File: config.mk
export PLATFORM = sky130hd
export DESIGN_NAME = heartbeat_generator
export DESIGN_NICKNAME = d
export VERILOG_FILES = /design/src/rtl/heartbeat_generator.sv
export SDC_FILE = /design/constraint.sdc
export NUM_CORES = 1
export LEC_CHECK = 0
export CORE_AREA = 2 2 118 120
export CTS_CLUSTER_DIAMETER = 40
export DETAILED_ROUTE_END_ITERATION = 12
export DIE_AREA = 0 0 120 122
export HOLD_SLACK_MARGIN = 0.05
export PLACE_DENSITY_LB_ADDON = 0.3
export SLEW_MARGIN = 20
export SYNTH_ARGS = -nofsm -noshare
export SYNTH_HDL_FRONTEND = slang
export SYNTH_SLANG_ARGS = --single-unit
export TNS_END_PERCENT = 10
File: constraint.sdc
create_clock -name clk_i -period 4.1 [get_ports clk_i]
set_clock_uncertainty 0.05 [all_clocks]
set_input_delay 0.82 -clock clk_i [delete_from_list [all_inputs] [get_ports clk_i]]
set_output_delay 0.82 -clock clk_i [all_outputs]
set_load 0.03 [all_outputs]
File: src/rtl/heartbeat_generator.sv
// heartbeat_generator
//
// Producer side of the watchdog heartbeat link. Drives the heartbeat pulse
// consumed by watchdog_timer, but only while firmware proves it is alive by
// strobing sw_kick_i. Firmware that stops kicking (or, with the window check
// built in, kicks too fast) lands the block in STALLED, where beats stop and
// the watchdog is starved.
//
// Optional feature macro: HB_WINDOW_EN
//   defined   : a kick arriving while swCnt < WINDOW_MIN is an early/runaway
//               kick and stalls the block with fault code 2'b10.
//   undefined : every kick is accepted; WINDOW_MIN is unused.
//
// Ports
//   clk_i           system clock
//   rst_i           asynchronous, active-high reset
//   enable_i        block enable; low returns the block to IDLE
//   sw_kick_i       single-cycle software liveness strobe
//   wd_warning_i    watchdog warning level (rising edge requests an urgent beat)
//   wd_triggered_i  watchdog fired level (re-arms the block from ARMED/RUN)
//   heartbeat_o     heartbeat pulse to watchdog_timer
//   alive_o         high while in RUN
//   fault_o         sticky stall fault
//   fault_code_o    00 none, 01 software timeout, 10 early kick
//   beat_count_o    beats issued, wraps FFFF -> 0000

module heartbeat_generator #(
  parameter int unsigned PERIOD_CYCLES = 1_000_000,
  parameter int unsigned PULSE_CYCLES  = 1,
  parameter int unsigned SW_TIMEOUT    = 50_000_000,
  parameter int unsigned WINDOW_MIN    = 1_000_000,
  parameter int unsigned CNT_W         = 32
) (
  input  logic        clk_i,
  input  logic        rst_i,
  input  logic        enable_i,
  input  logic        sw_kick_i,
  input  logic        wd_warning_i,
  input  logic        wd_triggered_i,
  output logic        heartbeat_o,
  output logic        alive_o,
  output logic        fault_o,
  output logic [1:0]  fault_code_o,
  output logic [15:0] beat_count_o
);

  typedef enum logic [1:0] {
    IDLE    = 2'd0,
    ARMED   = 2'd1,
    RUN     = 2'd2,
    STALLED = 2'd3
  } state_e;

  localparam logic [CNT_W-1:0] PERIOD_LAST = CNT_W'(PERIOD_CYCLES - 1);
  localparam logic [CNT_W-1:0] SW_LAST     = CNT_W'(SW_TIMEOUT - 1);
  localparam logic [CNT_W-1:0] PULSE_EXTRA = CNT_W'(PULSE_CYCLES - 1);
  localparam logic [CNT_W-1:0] WIN_MIN     = CNT_W'(WINDOW_MIN);
  localparam logic [CNT_W-1:0] CNT_ONE     = CNT_W'(1);

  state_e            state_q, state_d;
  logic              warn_q;
  logic [CNT_W-1:0]  periodCnt_q, periodCnt_d;
  logic [CNT_W-1:0]  swCnt_q, swCnt_d;
  logic [CNT_W-1:0]  pulseRem_q, pulseRem_d;
  logic              heartbeat_q, heartbeat_d;
  logic              alive_q, alive_d;
  logic              fault_q, fault_d;
  logic [1:0]        faultCode_q, faultCode_d;
  logic [15:0]       beatCount_q, beatCount_d;

  logic warnEdge;
  logic swExpired;
  logic earlyKick;
  logic beatReq;

  // Event decode shared by the next-state and output logic. A kick in the
  // expiry cycle rescues firmware, so expiry requires the kick to be absent.
  assign warnEdge  = wd_warning_i & ~warn_q;
  assign swExpired = (swCnt_q == SW_LAST) & ~sw_kick_i;
  assign beatReq   = (periodCnt_q == PERIOD_LAST) | warnEdge;

`ifdef HB_WINDOW_EN
  assign earlyKick = sw_kick_i & (swCnt_q < WIN_MIN);
`else
  logic unusedWindow;
  assign unusedWindow = ^WIN_MIN;
  assign earlyKick    = 1'b0;
`endif

  // State register.
  always_ff @(posedge clk_i or posedge rst_i) begin
    if (rst_i) begin
      state_q <= IDLE;
    end else begin
      state_q <= state_d;
    end
  end

  // Next-state logic. enable_i dominates everything; STALLED is only left
  // by dropping enable_i (or reset), and wd_triggered_i re-arms from ARMED/RUN.
  always_comb begin
    state_d = state_q;
    if (!enable_i) begin
      state_d = IDLE;
    end else begin
      unique case (state_q)
        IDLE:    state_d = ARMED;
        ARMED:   if (!wd_triggered_i && sw_kick_i) state_d = RUN;
        RUN: begin
          if (wd_triggered_i) begin
            state_d = ARMED;
          end else if (swExpired || earlyKick) begin
            state_d = STALLED;
          end
        end
        STALLED: state_d = STALLED;
        default: state_d = IDLE;
      endcase
    end
  end

  // Output and counter next-values. Counters and the pulse only live while
  // staying in RUN; every other path clears them, which also truncates a
  // pulse on stall or re-arm. A beat request while a pulse is active simply
  // restarts the pulse width and still counts.
  always_comb begin
    periodCnt_d = '0;
    swCnt_d     = '0;
    pulseRem_d  = '0;
    heartbeat_d = 1'b0;
    alive_d     = (state_d == RUN);
    fault_d     = fault_q;
    faultCode_d = faultCode_q;
    beatCount_d = beatCount_q;

    if (!enable_i) begin
      fault_d     = 1'b0;
      faultCode_d = 2'b00;
    end else if (state_q == RUN && state_d == RUN) begin
      swCnt_d = sw_kick_i ? '0 : swCnt_q + CNT_ONE;
      if (beatReq) begin
        periodCnt_d = '0;
        heartbeat_d = 1'b1;
        pulseRem_d  = PULSE_EXTRA;
        beatCount_d = beatCount_q + 16'd1;
      end else begin
        periodCnt_d = periodCnt_q + CNT_ONE;
        if (heartbeat_q && pulseRem_q != '0) begin
          heartbeat_d = 1'b1;
          pulseRem_d  = pulseRem_q - CNT_ONE;
        end
      end
    end else if (state_q == RUN && state_d == STALLED) begin
      fault_d     = 1'b1;
      faultCode_d = swExpired ? 2'b01 : 2'b10;
    end
  end

  // Registered outputs, counters and the warning-edge history.
  always_ff @(posedge clk_i or posedge rst_i) begin
    if (rst_i) begin
      warn_q      <= 1'b0;
      periodCnt_q <= '0;
      swCnt_q     <= '0;
      pulseRem_q  <= '0;
      heartbeat_q <= 1'b0;
      alive_q     <= 1'b0;
      fault_q     <= 1'b0;
      faultCode_q <= 2'b00;
      beatCount_q <= '0;
    end else begin
      warn_q      <= wd_warning_i;
      periodCnt_q <= periodCnt_d;
      swCnt_q     <= swCnt_d;
      pulseRem_q  <= pulseRem_d;
      heartbeat_q <= heartbeat_d;
      alive_q     <= alive_d;
      fault_q     <= fault_d;
      faultCode_q <= faultCode_d;
      beatCount_q <= beatCount_d;
    end
  end

  assign heartbeat_o  = heartbeat_q;
  assign alive_o      = alive_q;
  assign fault_o      = fault_q;
  assign fault_code_o = faultCode_q;
  assign beat_count_o = beatCount_q;

endmodule

-- After elaboration in Yosys (flattened, before gate mapping)
Cells that the tools add are included.
- register bits after elaboration: 120
- output and inout bits: 21
- word-level logic and storage cells: 63
- $add $sub $neg: 4
- eq/ne operators: 9
- mux-type cells: 26
- bitwise operators: 5
- reductions and logical operators: 9
- operator list (kind ; number):
    $mux W32 ; 10
    $add A32 B1 Y32 const B ; 2
    $eq A32 B20 Y1 const B ; 1
    $eq A32 B26 Y1 const B ; 1
    $reduce_bool A32 Y1 ; 1
    $sub A32 B1 Y32 const B ; 1
    $add A16 B1 Y16 const B ; 1
    $mux W2 ; 8
    $eq A2 B2 Y1 const B ; 4
    $pmux W2 S4 ; 1
    $mux W1 ; 7
    $logic_and A1 B1 Y1 ; 4
    $reduce_and A3 Y1 ; 1
    $and A1 B1 Y1 ; 2
    $eq A2 B1 Y1 const B ; 1
    $logic_not A2 Y1 ; 1
    $ne A2 B1 Y1 const B ; 1
    $ne A2 B2 Y1 const B ; 1
    $not A1 Y1 ; 2
    $reduce_and A2 Y1 ; 1
    $logic_not A1 Y1 ; 1
    $or A1 B1 Y1 ; 1

-- Depth between registers and ports, before layout
Gate-level depths: netlist of run 1.
- depth after elaboration: 11
- gate-level depth with buffers: 9
- mapped depth without buffers: 7

-- Least setup slack after synthesis of run 1
OpenSTA, ideal clock, no wires.
- kind: input to register
- start: in wd_triggered_i
- end: reg pulseRem_q[30]
- library setup time: 0.077 ns
- arrival: 2.104 ns
- setup slack: 1.869 ns
- stages on the path: 6
- buffers on the path: 2
- cell sequence: nor3b_1 o31ai_1 or4b_1 buf_2 buf_2 a21oi_1
- cells in the longest elaborated chain, start to end: 9
- elaborated cells on any way between the ends: 10
- those cells by class: 1 x eq/ne; 6 x mux; 3 x reduce/logical
- RTL lines (what ; line ; source):
    from (decl) ; 39 ; input logic wd_triggered_i,
    $logic_not A1 Y1 ; 108 ; ARMED: if (!wd_triggered_i && sw_kick_i) state_d = RUN;
    $logic_and A1 B1 Y1 ; 108 ;
    $mux W2 ; 108 ;
    $pmux W2 S4 (*) ; 106 ; unique case (state_q)
    $mux W2 (*) ; 103 ; if (!enable_i) begin
    $eq A2 B2 Y1 (*) ; 139 ; end else if (state_q == RUN && state_d == RUN) begin
    $logic_and A1 B1 Y1 (*) ; 139 ;
    $mux W32 (*) ; 139 ;
    $mux W32 (*) ; 136 ; if (!enable_i) begin
    net pulseRem_d[30] ; 64 ; logic [CNT_W-1:0] pulseRem_q, pulseRem_d;
    to (signal assigned) ; 175 ; pulseRem_q <= pulseRem_d;
    to (decl) ; 64 ;
Mark *: on every way through the listed nets, which the timed path passes. The rest lies on a longest branch.
A chain may end at the register's enable or synchronous reset.

-- Final worst setup path of run 1
- start: in enable_i
- end: reg pulseRem_q[23]
- cells in the longest elaborated chain, start to end: 5
- RTL lines (what ; line ; source):
    from (decl) ; 36 ; input logic enable_i,
    $mux W2 ; 103 ;
    $eq A2 B2 Y1 ; 139 ;
    $logic_and A1 B1 Y1 ; 139 ;
    $mux W32 ; 139 ;
    $mux W32 (*) ; 136 ;
    net pulseRem_d[23] ; 64 ;
Marked as above.

==> results.sh, run 1 <==
export IMPL_status="finished, final reports clean"
export IMPL_synth_most_common_cell="dfrtp_1"
export IMPL_die_x_um=120
export IMPL_hp_class="flop to flop"
export IMPL_crit_path_end_kind="flop"
export IMPL_io_pins=27
export IMPL_max_freq_mhz=346
export IMPL_ys_seq_area_share_pct=50.8
export IMPL_synth_area_per_cell_um2=9.86
export IMPL_cap_violations=0
export IMPL_worstSetupPathType="input port to flop"
export IMPL_drc=0
export IMPL_fp_dieArea_um2=14600
export IMPL_seq_power_share_pct=44.2
export IMPL_viasPerCell=5.35
export IMPL_ant_nets=0
export IMPL_p_clk_share_pct=53.4
export IMPL_crit_fanout=32
export IMPL_synth_top_area_share_pct=50.8
export IMPL_totalWireLength_um=12200
export IMPL_clock_latency_ns=0.41
export IMPL_nNetsFinal=639
export IMPL_ir_worst_vdd_v=0.000289
export IMPL_grt_overflow_total=0
export IMPL_syn_nets=610
export IMPL_place_congestion=0.784
export IMPL_cts_resized_gates=0
export IMPL_p_leak_nw=3.09
export IMPL_grt_pass1_wl_um=21000
export IMPL_yosys_warnings=0
export IMPL_ys_dominant_reg_cell="dfrtp_1"
export IMPL_vias=4395
export IMPL_ys_types=45
export IMPL_max_slew_margin_pct=44.9
export IMPL_placed_cell_area_um2=6350
export IMPL_worstPathRequired_ns=4.37
export IMPL_core_area_um2=13500
export IMPL_async_flop_share_pct=100
export IMPL_final_util_pct=51.3
export IMPL_post_cts_setup_buffers=0
export IMPL_grtUsageMet3_pct=4.45
export IMPL_globalRouteMet1Util_pct=24.2
export IMPL_rows=43
export IMPL_cts_htree_levels=4
export IMPL_cts_made_buffers=17
export IMPL_areaGrowthSynthToFinish_pct=17.1
export IMPL_synth_seq_cells=120
export IMPL_grt_use_total_pct=17.9
export IMPL_port_buffers=26
export IMPL_synthTopCellsByArea="dfrtp_1 (51%), xor2_1 (7.7%), nor2_1 (6.8%)"
export IMPL_diodes=0
export IMPL_grt_antenna_before_repair=0
export IMPL_hold_buffers=0
export IMPL_root_buffer="clkbuf_16"
export IMPL_drtIter0Drc=329
export IMPL_drive_above_1_share_pct=7.79
export IMPL_grt_busiest_layer="met2"
export IMPL_numClockSinks=120
export IMPL_p_per_area_nw_per_um2=391
export IMPL_p_int_w=0.00215
export IMPL_slew_viol_final=0
export IMPL_fillers=1204
export IMPL_finalSetupViolCount=0
export IMPL_combinationalPowerShare_pct=2.3
export IMPL_routedWlPerCell_um=14.8
export IMPL_die_h_um=122
export IMPL_drt_pass1_iterations=4
export IMPL_syn_inst=600
export IMPL_start_util_pct=43.8
export IMPL_rsz0062_at_grt="false"
export IMPL_startpoint_type="input port"
export IMPL_grt_pass1_vias=4461
export IMPL_synth_top_area_cell="dfrtp_1"
export IMPL_tightest_slew_ns=0.821
export IMPL_period_share_pct=70.6
export IMPL_grt_met2_usage_pct=27.5
export IMPL_cts_tree="yes"
export IMPL_final_cells=822
export IMPL_finalWorstSetupSlack_ns=1.21
export IMPL_synth_cell_area_um2=5910
export IMPL_cts_buffer_depth=2
export IMPL_finalInstanceArea_um2=6930
export IMPL_cp_arrival_ns=3.16
export IMPL_place_ws_ns=0.668
export IMPL_setup_tns_ns=0
export IMPL_min_period_ns=2.89
export IMPL_swShare_pct=20.7
export IMPL_synth_edff_count=0
export IMPL_yosys_top_cells_count="dfrtp_1 (120), nor2_1 (107), xor2_1 (52), xnor2_1 (41), nand4_1 (40)"
export IMPL_hold_viol_final=0
export IMPL_grt_max_degree=76
export IMPL_path_clk_slew_ns=0.05
export IMPL_dp_cells=790
export IMPL_dp_hpwl_um=7830
export IMPL_power_switching_w=0.000561
[placed cells by master, fill, tap and decap left out, types with 4 or more instances in the layout]
cell	synthesis	routed
and3_1	14	14
inv_1	11	10
or3_1	13	13
buf_4	0	5
dfrtp_1	120	120
ha_1	4	4
nor3_1	15	15
nor2_1	107	107
nand4b_1	4	4
and2_1	9	9
nand4_1	40	40
xnor2_1	41	41
clkinv_2	0	6
nand3_1	34	34
a21oi_1	14	14
nand2_1	32	32
and4_1	11	11
clkbuf_16	0	17
xor2_1	52	52
o21ai_0	8	8
nor4_1	11	11
nand2b_1	4	4
clkdlybuf4s50_1	0	26
[through the flow]
stage	hold slack (ns)	power, W
CTS	0.430	0.00274
finish	0.426	0.00271
floorplan	0.405	0.00125
global placement	0.418	0.00128
global route	0.448	0.00280
detailed placement	0.419	0.00128
[worst max-delay path, stage by stage]
cell	delay, ns
clkdlybuf4s50_1	0.56
nor3b_1	0.32
o31ai_1	0.17
or4b_2	1.02
a21oi_1	0.27
[logic make-up after synthesis]
family | after synthesis | share of synthesized area [%]
xor gates and xnor gates | 93 | 13.8
AOI/OAI and AO/OA | 32 | 3.28
DFF | 120 | 50.8
buffers and inverters | 33 | 2.54
muxes | 1 | 0.190
and+or+nand+nor | 317 | 28.6
adders and majority gates | 4 | 0.846
[path summary, 6_finish.rpt]
kind | startpoint | slack, ns | end | cells after the start
worst max-delay path | enable_i | 1.21 | pulseRem_q[23]$_DFF_PP0_ | 5
worst min-delay path | fault_o$_DFFE_PP0P_ | 0.43 | fault_o$_DFFE_PP0P_ | 1
worst max register to register | periodCnt_q[0]$_DFF_PP0_ | 1.40 | pulseRem_q[23]$_DFF_PP0_ | 7
worst min register to register | fault_o$_DFFE_PP0P_ | 0.43 | fault_o$_DFFE_PP0P_ | 1
max in group asynchronous | rst_i | 2.41 | swCnt_q[5]$_DFF_PP0_ | 3
min in group asynchronous | rst_i | 0.79 | pulseRem_q[6]$_DFF_PP0_ | 2
[layout make-up]
cell class | count | area, um^2 | area share [%]
Timing Repair Buffer | 32 | 318 | 4.59
Sequential cell | 120 | 3000 | 43.4
Tap cell | 180 | 225 | 3.25
Inverter | 11 | 43.8 | 0.632
Clock inverter | 9 | 97.6 | 1.41
Clock buffer | 23 | 478 | 6.90
Multi-Input combinational cell | 447 | 2760 | 39.9
[layer usage]
layer | up-vias | share of wire [%]
met3 | 17 | 2.9
li1 | 2136 | -
met4 | 0 | 1.7
met5 | - | 0
met2 | 71 | 46
met1 | 2171 | 49
[state kept, by name, indices dropped and copies added (netlist names), 2 cells and up]
| register | cells |
|---|---|
| swCnt_q | 32 |
| state_q | 2 |
| beat_count_o | 16 |
| pulseRem_q | 32 |
| fault_code_o | 2 |
| periodCnt_q | 32 |
[power groups by stage]
stage / registers, W / logic, W / clock network, W
CTS: 0.00120 / 0.0000660 / 0.00148
global placement: 0.00122 / 0.0000643 / 0
global route: 0.00120 / 0.0000725 / 0.00153
finish: 0.00120 / 0.0000635 / 0.00145
floorplan: 0.00122 / 0.0000316 / 0
detailed placement: 0.00122 / 0.0000657 / 0
No activity file was read; power rests on OpenSTA's default activity.
==> run 2, diff against run 1 <==
clock period = 3 ns   (was 4.1 ns; I/O delays follow)
==> run 2 against run 1 <==
- worst hold slack worse by 0.0036 ns
- first-iteration DRC count decreased by 11%
- clock power increased by 47%
- count of clock-buffer cells in the layout increased by 2
- total power is 42% higher
- critical path depth rose by 2
- die area did not move
- sequential share of layout area shrank 0.52 points
- final area grew 1.2%
- critical path type is now flop to flop
- critical endpoint is now swCnt_q[6]$_DFF_PP0_
- largest power group unchanged
==> results.sh, run 2 (synthesized netlist as in run 1, its figures left out) <==
export IMPL_drc=0
export IMPL_status="finished, final reports clean"
export IMPL_swShare_pct=19.9
export IMPL_setup_tns_ns=0
export IMPL_power_w=0.00386
export IMPL_cts_made_buffers=17
export IMPL_p_leak_nw=3.13
export IMPL_cp_arrival_ns=2.75
export IMPL_grt_overflow_total=0
export IMPL_place_ws_ns=0.175
export IMPL_nNetsFinal=643
export IMPL_ir_worst_vdd_v=0.000384
export IMPL_areaGrowthSynthToFinish_pct=18.5
export IMPL_post_cts_setup_buffers=0
export IMPL_max_slew_margin_pct=47.1
export IMPL_fp_dieArea_um2=14600
export IMPL_routedWlPerCell_um=14.5
export IMPL_hold_viol_final=0
export IMPL_cts_resized_gates=0
export IMPL_finalSetupViolCount=0
export IMPL_vias=4407
export IMPL_startpoint_type="flop"
export IMPL_seq_power_share_pct=42.4
export IMPL_period_share_pct=83.9
export IMPL_totalWireLength_um=12000
export IMPL_power_switching_w=0.000768
export IMPL_grt_pass1_wl_um=21100
export IMPL_hp_class="flop to flop"
export IMPL_cts_buffer_depth=2
export IMPL_drt_pass1_iterations=4
export IMPL_cts_htree_levels=4
export IMPL_core_area_um2=13500
export IMPL_max_freq_mhz=397
export IMPL_dp_hpwl_um=7820
export IMPL_timing_hold_ws_ns=0.422
export IMPL_crit_fanout=32
export IMPL_tightest_slew_ns=0.788
export IMPL_rsz0062_at_grt="false"
export IMPL_io_pins=27
export IMPL_cap_violations=0
export IMPL_drtIter0Drc=293
export IMPL_grt_use_total_pct=18.2
export IMPL_crit_path_end_kind="flop"
export IMPL_start_util_pct=43.8
export IMPL_finalWorstSetupSlack_ns=0.484
export IMPL_grt_max_degree=121
export IMPL_most_common_layout_cells="dfrtp_1 (120), nor2_1 (107), xor2_1 (52)"
export IMPL_finalInstanceArea_um2=7010
export IMPL_diodes=0
export IMPL_root_buffer="clkbuf_16"
export IMPL_place_congestion=0.780
export IMPL_clock_latency_ns=0.42
export IMPL_port_buffers=26
export IMPL_final_common_cell="dfrtp_1"
export IMPL_hold_buffers=0
export IMPL_ant_nets=0
export IMPL_p_per_area_nw_per_um2=550
export IMPL_p_int_w=0.00309
export IMPL_placed_cell_area_um2=6380
export IMPL_numClockSinks=120
export IMPL_slew_viol_final=0
export IMPL_top_regs="periodCnt_q (32), pulseRem_q (32), swCnt_q (32)"
export IMPL_die_h_um=122
export IMPL_drive_above_1_share_pct=8.36
export IMPL_p_clk_share_pct=55.3
export IMPL_grt_antenna_before_repair=0
export IMPL_min_period_ns=2.52
export IMPL_die_x_um=120
export IMPL_worstPathRequired_ns=3.23
export IMPL_worstSetupPathType="flop to flop"
export IMPL_grt_pass1_vias=4517
export IMPL_reg2reg_slack_ns=0.48
export IMPL_cts_tree="yes"
export IMPL_rows=43
export IMPL_viasPerCell=5.34
export IMPL_combinationalPowerShare_pct=2.3
export IMPL_path_clk_slew_ns=0.05
## run 2: worst paths after layout
check                                             start                           end  cells past startpoint
max                                swCnt_q[0]$_DFF_PP0_          swCnt_q[6]$_DFF_PP0_                      7
min                        beat_count_o[15]$_DFFE_PP0P_  beat_count_o[15]$_DFFE_PP0P_                      1
max reg2reg                        swCnt_q[0]$_DFF_PP0_          swCnt_q[6]$_DFF_PP0_                      7
min reg2reg                beat_count_o[15]$_DFFE_PP0P_  beat_count_o[15]$_DFFE_PP0P_                      1
max in group asynchronous                         rst_i         swCnt_q[24]$_DFF_PP0_                      3
min in group asynchronous                         rst_i      pulseRem_q[10]$_DFF_PP0_                      3
## run 2: layout make-up
cell class / count / area (um^2)
repair buffers: 36 / 348
fillers: 1214 / 6490
well taps: 180 / 225
clock buffers: 25 / 515
clock inverters: 7 / 113
inverters: 11 / 45.0
multi-input cells: 447 / 2760
flip-flops and latches: 120 / 3000
## run 2: critical path: stages, from the launching register on
cell	delay (ns)
dfrtp_1	0.39
ha_1	0.20
nand3_1	0.22
or2_2	0.43
o31a_1	0.50
nand2b_1	0.16
buf_4	0.32
nor2_1	0.11
## run 2: per-layer routing
metal | track usage (%) | share of wire, % | vias up
met5 | 0 | 0 | -
met4 | 6.32 | 1.2 | 0
met3 | 5.06 | 2.7 | 14
met2 | 30.2 | 49 | 50
met1 | 22.9 | 47 | 2200
li1 | - | - | 2143
## run 2: per-stage QoR
step	utilization, %	instances
2_1_floorplan	-	600
4_1_cts	51.9	826
3_5_place_dp	47.3	794
3_3_place_gp	47.3	794
6_report	51.9	826
5_1_grt	51.9	826
## run 2: power by group through the flow
stage                     combinational (W)  sequential [W]  clock (W)
after floorplan                   0.0000436         0.00167          0
final                             0.0000886         0.00163    0.00213
after global routing              0.0000996         0.00164    0.00225
after global placement            0.0000878         0.00166          0
after CTS                         0.0000926         0.00163    0.00218
after detailed placement          0.0000919         0.00166          0
